**src/rtl/mem_arbiter.sv**
```systemverilog
// mem_arbiter: merges an instruction and a data SRAM-like port onto one memory port,
// routing in-order responses back through a source-tag FIFO.
module mem_arbiter #(
   parameter int DEPTH = 4
) (
   input  logic        clk,
   input  logic        reset,
   input  logic        inst_req,
   input  logic [31:0] inst_addr,
   output logic        inst_addr_ok,
   output logic        inst_data_ok,
   output logic [31:0] inst_rdata,
   input  logic        data_req,
   input  logic        data_wr,
   input  logic [3:0]  data_wstrb,
   input  logic [31:0] data_addr,
   input  logic [2:0]  data_size,
   input  logic [31:0] data_wdata,
   output logic        data_addr_ok,
   output logic        data_data_ok,
   output logic [31:0] data_rdata,
   output logic        mem_req,
   output logic        mem_wr,
   output logic [3:0]  mem_wstrb,
   output logic [31:0] mem_addr,
   output logic [2:0]  mem_size,
   output logic [31:0] mem_wdata,
   input  logic        mem_addr_ok,
   input  logic        mem_data_ok,
   input  logic [31:0] mem_rdata
);
   localparam int PW = (DEPTH > 1) ? $clog2(DEPTH) : 1;
   localparam int CW = $clog2(DEPTH + 1);

   typedef enum logic [1:0] {IDLE, HOLD_I, HOLD_D} state_t;

   state_t           state_q, state_d;
   logic [DEPTH-1:0] tag_q, tag_d;
   logic [PW-1:0]    wptr_q, wptr_d, rptr_q, rptr_d;
   logic [CW-1:0]    cnt_q, cnt_d;
   logic             full, sel_data, sel_vld, push, pop, head;

   always_comb begin
      sel_data = (state_q == HOLD_D) || (state_q == IDLE && data_req);
      sel_vld  = (state_q != IDLE) || data_req || inst_req;
      full     = cnt_q == CW'(DEPTH);
      // a full FIFO blocks new requests even when a response frees a slot this cycle
      push     = sel_vld && !full && !reset && mem_addr_ok;
      pop      = mem_data_ok && cnt_q != '0 && !reset;
      head     = tag_q[rptr_q];
   end

   always_ff @(posedge clk) begin
      if (reset) begin
         state_q <= IDLE;
         wptr_q  <= '0;
         rptr_q  <= '0;
         cnt_q   <= '0;
      end else begin
         state_q <= state_d;
         wptr_q  <= wptr_d;
         rptr_q  <= rptr_d;
         cnt_q   <= cnt_d;
      end
      tag_q <= tag_d;
   end

   always_comb begin
      state_d = state_q;
      if (!full)
         state_d = (sel_vld && !mem_addr_ok) ? (sel_data ? HOLD_D : HOLD_I) : IDLE;
   end

   always_comb begin
      tag_d = tag_q;
      if (push)
         tag_d[wptr_q] = sel_data;
      wptr_d = push ? wptr_q + PW'(1) : wptr_q;
      rptr_d = pop ? rptr_q + PW'(1) : rptr_q;
      cnt_d  = cnt_q + CW'(push) - CW'(pop);
   end

   always_comb begin
      mem_req      = sel_vld && !full && !reset;
      mem_wr       = sel_data ? data_wr : 1'b0;
      mem_wstrb    = sel_data ? data_wstrb : 4'h0;
      mem_addr     = sel_data ? data_addr : inst_addr;
      mem_size     = sel_data ? data_size : 3'd2;
      mem_wdata    = sel_data ? data_wdata : 32'h0;
      data_addr_ok = push && sel_data;
      inst_addr_ok = push && !sel_data;
      data_data_ok = pop && head;
      inst_data_ok = pop && !head;
      inst_rdata   = mem_rdata;
      data_rdata   = mem_rdata;
   end
endmodule

```
**config.mk**
```make
export PLATFORM = sky130hd
export DESIGN_NAME = mem_arbiter
export DESIGN_NICKNAME = d
export VERILOG_FILES = /design/src/rtl/mem_arbiter.sv
export SDC_FILE = /design/constraint.sdc
export NUM_CORES = 1
export LEC_CHECK = 0
export BUFFER_PORTS_ARGS = -buffer_cell sky130_fd_sc_hd__buf_2
export CORE_AREA = 2 2 109 111
export CTS_CLUSTER_SIZE = 8
export DETAILED_ROUTE_END_ITERATION = 8
export DIE_AREA = 0 0 111 113
export GPL_ROUTABILITY_DRIVEN = 0
export SLEW_MARGIN = 20
export SYNTH_ARGS = -nofsm -noshare
export SYNTH_HDL_FRONTEND = slang
export SYNTH_SLANG_ARGS = --single-unit
export TNS_END_PERCENT = 1
```
**constraint.sdc**
```tcl
create_clock -name clk -period 3.4 [get_ports clk]
set_clock_uncertainty 0.05 [all_clocks]
set_input_delay 0.17 -clock clk [delete_from_list [all_inputs] [get_ports clk]]
set_output_delay 0.17 -clock clk [all_outputs]
set_load 0.03 [all_outputs]
```
### Word level (Yosys, flattened, before mapping)

Index checks and enable logic that the tools add are counted.

* flip-flop bits (word level): 13
* input bits: 142
* output and inout bits: 141
* logic and storage cells: 49

* $add $sub $neg: 4
* $lt $le $gt $ge: 3
* eq/ne operators: 2
* mux-type cells: 12
* reduce and logical (&&, ||, !) cells: 23

Operator list (number)
* 2-to-1 mux 32 bit: 2
* logical AND 1 bit: 12
* less-than comparator 2 x 3 -> 1 bit (second input constant): 2
* logical NOT 1 bit: 5
* adder 2 x 1 -> 2 bit (second input constant): 2
* bitwise mux 4 bit: 1
* 2-to-1 mux 2 bit: 2
* 2-to-1 mux 4 bit: 1
* adder 3 x 1 -> 3 bit: 1
* == test 3 bit (second input constant): 1
* logical OR 1 bit: 3
* 2-to-1 mux 1 bit: 3
* 2-to-1 mux 3 bit: 1
* nonzero test 3 bit: 1
* subtractor 3 x 1 -> 3 bit: 1
* binary-select mux 1 bit (select 2 bit): 1
* demux 1 bit (select 2 bit): 1
* == test 2 bit (second input constant): 1
* greater-or-equal comparator 2 x 1 -> 1 bit (second input constant): 1
* logical NOT 2 bit: 1
* nonzero test 2 bit: 1

### Depth between registers and ports, before layout

Gate-level depths: netlist (run 1).

* word-level depth: 8
* gate-level depth with buffers: 10
* gate-level depth less buffers: 10

### Worst setup path before layout (run 1)

No wires, ideal clock.

* path type: reg2reg
* from: register cnt_q[2]
* to: register cnt_q[2]
* library setup time: 0.126 ns
* data arrival time: 2.066 ns
* path slack: 1.157 ns
* stages on the path, launching flop included: 11
* buffers on the path: 0
* period minus slack after synthesis: 2.243 ns
* path through: dfxtp_1 > nor3b_2 > nor4b_4 > inv_2 > ha_1 > inv_1 > ha_1 > fa_1 > xnor2_1 > xnor2_1 > nor2_1

* word-level cells in the longest chain between the ends: 7

Ends and longest elaborated chain
* start, declared: RTL line 40 `logic [CW-1:0] cnt_q, cnt_d;`
* start signal, assigned: RTL line 63 `cnt_q <= cnt_d;`
* == test 3 bit: RTL line 46 `full = cnt_q == CW'(DEPTH);`
* logical NOT 1 bit: RTL line 48 `push = sel_vld && !full && !reset && mem_addr_ok;`
* logical AND 1 bit (3 in a row): RTL line 48
* adder 3 x 1 -> 3 bit: RTL line 80 `cnt_d = cnt_q + CW'(push) - CW'(pop);`
* subtractor 3 x 1 -> 3 bit *: RTL line 80

Every way passes the cells marked *; elsewhere a longest branch is shown, timed or not.
A chain may end at the register's enable or synchronous reset.

### Worst setup path in the final report (run 1)

* from: register state_q[1]
* to: register cnt_q[2]

* word-level cells in the longest chain between the ends: 8

Ends and longest elaborated chain
* start, declared: RTL line 37 `state_t state_q, state_d;`
* start signal, assigned: RTL line 60 `state_q <= state_d;`
* nonzero test 2 bit: RTL line 45 `sel_vld = (state_q != IDLE) || data_req || inst_req;`
* logical OR 1 bit (2 in a row): RTL line 45
* logical AND 1 bit (3 in a row): RTL line 48
* adder 3 x 1 -> 3 bit: RTL line 80
* subtractor 3 x 1 -> 3 bit: RTL line 80

Every way passes these cells.

==> results of run 1 <==
[per-layer routing]
layer	GRT usage, %	share of wire, %	vias to the layer above
met5	0	0	-
met4	4.75	4.1	0
met3	3.54	8.8	36
met2	14.8	46	84
met1	12.3	41	825
li1	-	-	864
[state kept, by name, indices dropped and copies added (netlist names)]
signal / cells
tag_q: 4
cnt_q: 3
rptr_q: 2
wptr_q: 2
state_q: 2
[cells by family (layout without fill, tap and decap cells)]
kind of cell,Yosys count,after routing
adders and majority gates,7,7
buffers and inverters,79,198
and+or+nand+nor,69,69
muxes,36,36
DFF,13,13
xor gates and xnor gates,2,2
AOI/OAI and AO/OA,6,6
[metrics by stage]
step | power [mW] | instance area, µm² | worst slack, ns | std cells | hold slack (ns)
floorplan | 0.811 | 1850 | 1.16 | 212 | 0.217
global placement | 0.881 | 2460 | 0.999 | 470 | 0.290
detailed placement | 0.893 | 2460 | 0.956 | 470 | 0.290
CTS | 1.12 | 2540 | 0.938 | 474 | 0.105
global route | 1.17 | 2540 | 0.769 | 474 | 0.117
finish | 1.10 | 2540 | 0.968 | 474 | 0.102
[worst paths after layout]
kind,endpoint,slack (ns),cells past startpoint
max,cnt_q[2],0.97,10
min,state_q[0],0.10,2
max reg2reg,cnt_q[2],0.97,10
min reg2reg,rptr_q[1],0.43,1
[critical path, delay by kind of cell (launching register included)]
kind	cells	cell delay, ns
flip-flops	1	0.42
adder cells (fa/ha/maj)	3	0.85
AND/OR/NAND/NOR	3	0.52
buffers and inverters	2	0.16
XOR/XNOR	2	0.31
[placed cells by master, fill, tap and decap left out, drive strengths merged, types with 2 or more instances in the layout]
cell type  Yosys  layout
dfxtp          9       9
inv            7       6
xnor2          2       2
buf           67     187
nor2           6       6
mux2i          2       2
and2          43      43
edfxtp         4       4
nor3           3       3
or3            3       3
ha             6       6
mux2          33      33
nor2b          3       3
nand2b         3       3
clkbuf         5       4
a21oi          2       2
[power by group through the flow]
stage | logic (mW) | clock network (mW) | registers, mW
after floorplan | 0.599 | 0 | 0.212
after CTS | 0.676 | 0.224 | 0.217
after global placement | 0.665 | 0 | 0.216
final | 0.666 | 0.222 | 0.216
after detailed placement | 0.673 | 0 | 0.220
after global routing | 0.717 | 0.237 | 0.221
[area by class of cell]
class | instances | area [µm²] | area share, %
Inverter | 7 | 26.3 | 1.03
Clock buffer | 4 | 78.8 | 3.10
Sequential cell | 13 | 300 | 11.8
Timing Repair Buffer | 187 | 938 | 36.9
Multi-Input combinational cell | 120 | 1020 | 40.1
Tap cell | 143 | 179 | 7.04
==> results.sh, run 1 <==
export IMPL_clockBufferDepth=2
export IMPL_cts_buffers=3
export IMPL_cts_tree="done"
export IMPL_syn_area_per_cell_um2=8.74
export IMPL_cp_arrival_ns=2.50
export IMPL_htree_levels=1
export IMPL_ys_flop_type="dfxtp_1"
export IMPL_max_freq_mhz=411
export IMPL_synth_commonest_cells="buf_4, and2_1, mux2_2, dfxtp_1"
export IMPL_die_area_um2=12500
export IMPL_post_cts_buffers=0
export IMPL_fin_util_pct=22.6
export IMPL_endpoint_kind="register"
export IMPL_die_y_um=113
export IMPL_critPathLaunchType="register"
export IMPL_drc=0
export IMPL_synth_nets=361
export IMPL_report_final_hold_viol_count=0
export IMPL_hold_path_class="in -> reg"
export IMPL_outcome="finished clean"
export IMPL_tightest_slew_ns=0.888
export IMPL_portBuffers=186
export IMPL_slew_violations=0
export IMPL_num_fill_cells=1238
export IMPL_period_needed_ns=2.43
export IMPL_firstDrtPassIters=4
export IMPL_drt_iter0_drc=41
export IMPL_async_flop_share_pct=0
export IMPL_clkTransAtPathRegs_ns=0.04
export IMPL_routed_wl_um=6750
export IMPL_vias=1809
export IMPL_grt_max_degree=45
export IMPL_power_leakage_nw=1.34
export IMPL_synth_edff_count=4
export IMPL_drive_gt1_share_pct=69.8
export IMPL_setup_viol=0
export IMPL_pwr_share_seq_pct=19.6
export IMPL_max_cap_viol_count=0
export IMPL_period_share_pct=71.5
export IMPL_crit_chain="nor4_2 -> nor4b_4 -> inv_2 -> ha_1 -> inv_1 -> ha_1 -> fa_1 -> xnor2_1 -> xnor2_1 -> nor2_1"
export IMPL_synth_top_family_by_area="buffers and inverters"
export IMPL_yosysWarnings=0
export IMPL_p_switching_mw=0.500
export IMPL_clockRootBuffer="clkbuf_16"
export IMPL_p_int_mw=0.603
export IMPL_setup_tns_ns=0
export IMPL_power_density_nw_per_um2=434
export IMPL_synth_compound_area_share_pct=2.16
export IMPL_initial_core_util_pct=16.4
export IMPL_synth_most_common_cell="buf_4"
export IMPL_cts_hold_buf=0
export IMPL_hold_start="mem_addr_ok"
export IMPL_relSlewSlack_pct=40.5
export IMPL_synth_top_area_share_pct=25.9
export IMPL_syn_area_um2=1850
export IMPL_vias_per_cell=3.82
export IMPL_switching_share_pct=45.3
export IMPL_overflow=0
export IMPL_fp_coreArea_um2=11300
export IMPL_cts_resized=0
export IMPL_reg2reg_from="state_q[1]"
export IMPL_crit_fanout=5
export IMPL_slowest_delay_ns=0.42
export IMPL_yosys_area_top_type="buf_4"
export IMPL_first_global_vias=1826
export IMPL_num_io_pins=283
export IMPL_crit_start="state_q[1]"
export IMPL_critPathKind="reg -> reg"
export IMPL_ant_nets=0
export IMPL_nNetsFinal=481
export IMPL_grt_util_all_layers_pct=9.74
export IMPL_area_growth_pct=37.2
export IMPL_synthXorXnorAreaFrac_pct=0.945
export IMPL_grt_setup_unrepaired="no"
export IMPL_clkSinkCount=13
export IMPL_insertedDiodeCount=0
export IMPL_clock_latency_ns=0.24
export IMPL_ys_seq_elements=13
export IMPL_syn_inst=212
export IMPL_combPwrFrac_pct=60.3
export IMPL_grt_pass1_wl_um=9790
export IMPL_die_w_um=111
export IMPL_yosysSeqAreaShare_pct=16.2
export IMPL_synth_simple_area_share_pct=23.8
export IMPL_cp_required_ns=3.47
export IMPL_ir_worst_vdd_v=0.000278
export IMPL_slowest_stage="dfxtp_1"
export IMPL_wl_per_cell_um=14.2
export IMPL_synth_adder_area_share_pct=5.13
export IMPL_fp_row_count=39
export IMPL_yosysUniqueCellTypes=33
export IMPL_pwr_share_clk_pct=20.1
export IMPL_dp_hpwl_um=6000
export IMPL_synthMuxAreaShare_pct=22.6
export IMPL_antenna_found_initial=0
export IMPL_synth_area_leaders="buf_4, mux2_2, and2_1"
(Power assumes the default switching activity.)
==> run 2: changes to the inputs <==
==> constraint.sdc (replaced) <==
create_clock -name clk -period 2.55 [get_ports clk]
set_clock_uncertainty 0.05 [all_clocks]
set_input_delay 0.1275 -clock clk [delete_from_list [all_inputs] [get_ports clk]]
set_output_delay 0.1275 -clock clk [all_outputs]
set_load 0.03 [all_outputs]
==> run 2 against run 1 <==
  * Clock-buffer cell count did not move
  * Setup slack got worse by 0.75 ns
  * Non-clock buffer count rose by 1
  * Total power rose by 33%
  * Critical endpoint unchanged
==> results.sh, run 2 (synthesis gave the netlist of run 1 again) <==
export IMPL_outcome="finished clean"
export IMPL_met2_usage_pct=13.7
export IMPL_wl_per_cell_um=14.1
export IMPL_max_cap_viol_count=0
export IMPL_vias=1806
export IMPL_grtUsageMet1_pct=12.4
export IMPL_multi_input_area_um2=1020
export IMPL_fp_row_count=39
export IMPL_cts_tree="done"
export IMPL_regArea_um2=300
export IMPL_ant_nets=0
export IMPL_htree_levels=1
export IMPL_use_met3_pct=2.89
export IMPL_reg_largest_list="tag_q (4), cnt_q (3)"
export IMPL_holdPathEnd="state_q[0]"
export IMPL_relSlewSlack_pct=60.8
export IMPL_first_global_vias=1706
export IMPL_hold_path_class="in -> reg"
export IMPL_final_common_cell="buf_2"
export IMPL_top_usage_layer="met2"
export IMPL_num_fill_cells=1245
export IMPL_largest_reg_flops=4
export IMPL_regMostFlops="tag_q"
export IMPL_ir_worst_vdd_v=0.000287
export IMPL_cp_top_family="adder cells"
export IMPL_slew_violations=0
export IMPL_hold_start="mem_addr_ok"
export IMPL_routed_wl_um=6700
export IMPL_path_buf_inv=2
export IMPL_clockBufferDepth=2
export IMPL_drt_iter0_drc=55
export IMPL_drive_gt1_share_pct=70.2
export IMPL_grt_setup_unrepaired="no"
export IMPL_slowest_stage="dfxtp_1"
export IMPL_vias_per_cell=3.80
export IMPL_report_final_hold_viol_count=0
export IMPL_insertedDiodeCount=0
export IMPL_clockRootBuffer="clkbuf_16"
export IMPL_setup_viol=0
export IMPL_period_share_pct=91.5
export IMPL_nNetsFinal=482
export IMPL_power_mw=1.47
export IMPL_die_w_um=111
export IMPL_power_density_nw_per_um2=575
export IMPL_reg2regPathDepth=10
export IMPL_cp_arrival_ns=2.41
export IMPL_area_growth_pct=37.8
export IMPL_slowest_delay_ns=0.42
export IMPL_fp_coreArea_um2=11300
export IMPL_overflow=0
export IMPL_antenna_found_initial=0
export IMPL_grt_max_degree=45
export IMPL_r2r_end="cnt_q[2]"
export IMPL_grt_pass1_wl_um=9370
export IMPL_portBuffers=186
export IMPL_num_io_pins=283
export IMPL_grt_util_all_layers_pct=9.42
export IMPL_dp_hpwl_um=5850
export IMPL_max_freq_mhz=428
export IMPL_clock_latency_ns=0.24
export IMPL_dpl_instance_area_um2=2470
export IMPL_clkSinkCount=13
export IMPL_drc=0
export IMPL_design_area_um2=2550
export IMPL_cp_required_ns=2.62
export IMPL_layout_common_cells="buf_2, and2_1, mux2_2, dfxtp_1"
export IMPL_hold_depth=2
export IMPL_crit_fanout=5
export IMPL_hold_ws_ns=0.0606
export IMPL_stdcell_count=475
export IMPL_reg2reg_from="state_q[1]"
export IMPL_critPathKind="reg -> reg"
export IMPL_clkTransAtPathRegs_ns=0.04
export IMPL_cts_hold_buf=0
export IMPL_tightest_slew_ns=0.587
export IMPL_die_y_um=113
export IMPL_setup_tns_ns=0
export IMPL_cts_buffers=3
export IMPL_crit_chain="nor4_2 -> nor4b_4 -> inv_2 -> ha_1 -> inv_1 -> ha_1 -> fa_1 -> xnor2_1 -> xnor2_1 -> nor2_1"
export IMPL_firstDrtPassIters=4
export IMPL_period_needed_ns=2.33
export IMPL_die_area_um2=12500
export IMPL_power_leakage_nw=1.35
export IMPL_critPathLaunchType="register"
export IMPL_endpoint_kind="register"
export IMPL_dp_cells=471
export IMPL_post_cts_buffers=0
export IMPL_r2r_setup_slack_ns=0.22
export IMPL_initial_core_util_pct=16.4
run 2: area by class of cell:
cell class	count	area share, %
Multi-Input combinational cell	120	39.9
Timing Repair Buffer	188	37.0
Clock buffer	4	3.09
Tap cell	143	7.01
Inverter	7	1.18
Sequential cell	13	11.8
run 2: power by group:
group	switching, mW	internal [mW]	leakage, nW	total, mW
Sequential	0.0400	0.250	0.110	0.290
Clock	0.0814	0.210	0.0382	0.292
Combinational	0.541	0.345	1.20	0.886
run 2: per-layer routing:
layer  up-vias  wire length, µm
met2        85             2960
li1        872                -
met1       814             2930
met3        35              530
met4         0              272
met5         -                0
run 2: metrics by stage:
step,utilization (%),setup slack [ns]
after global routing,22.7,0.0306
after CTS,22.6,0.181
after global placement,21.9,0.230
final,22.7,0.216
after floorplan,-,0.307
after detailed placement,21.9,0.188
run 2: how the worst max path moves through the flow:
stage               slack (ns)  cells after the start  startpoint  endpoint
global route              0.03                     10  state_q[1]  cnt_q[2]
CTS                       0.18                     10  state_q[1]  cnt_q[2]
finish                    0.22                     10  state_q[1]  cnt_q[2]
detailed placement        0.19                     10  state_q[1]  cnt_q[2]
floorplan                 0.31                     10    cnt_q[2]  cnt_q[2]
global placement          0.23                     10  state_q[1]  cnt_q[2]
run 2: repair_timing:
item / 4_1_cts / 5_1_grt
endpoints found under the hold margin: 0 / 0
setup endpoints to repair: 0 / 39
resized for setup: 0 / 1
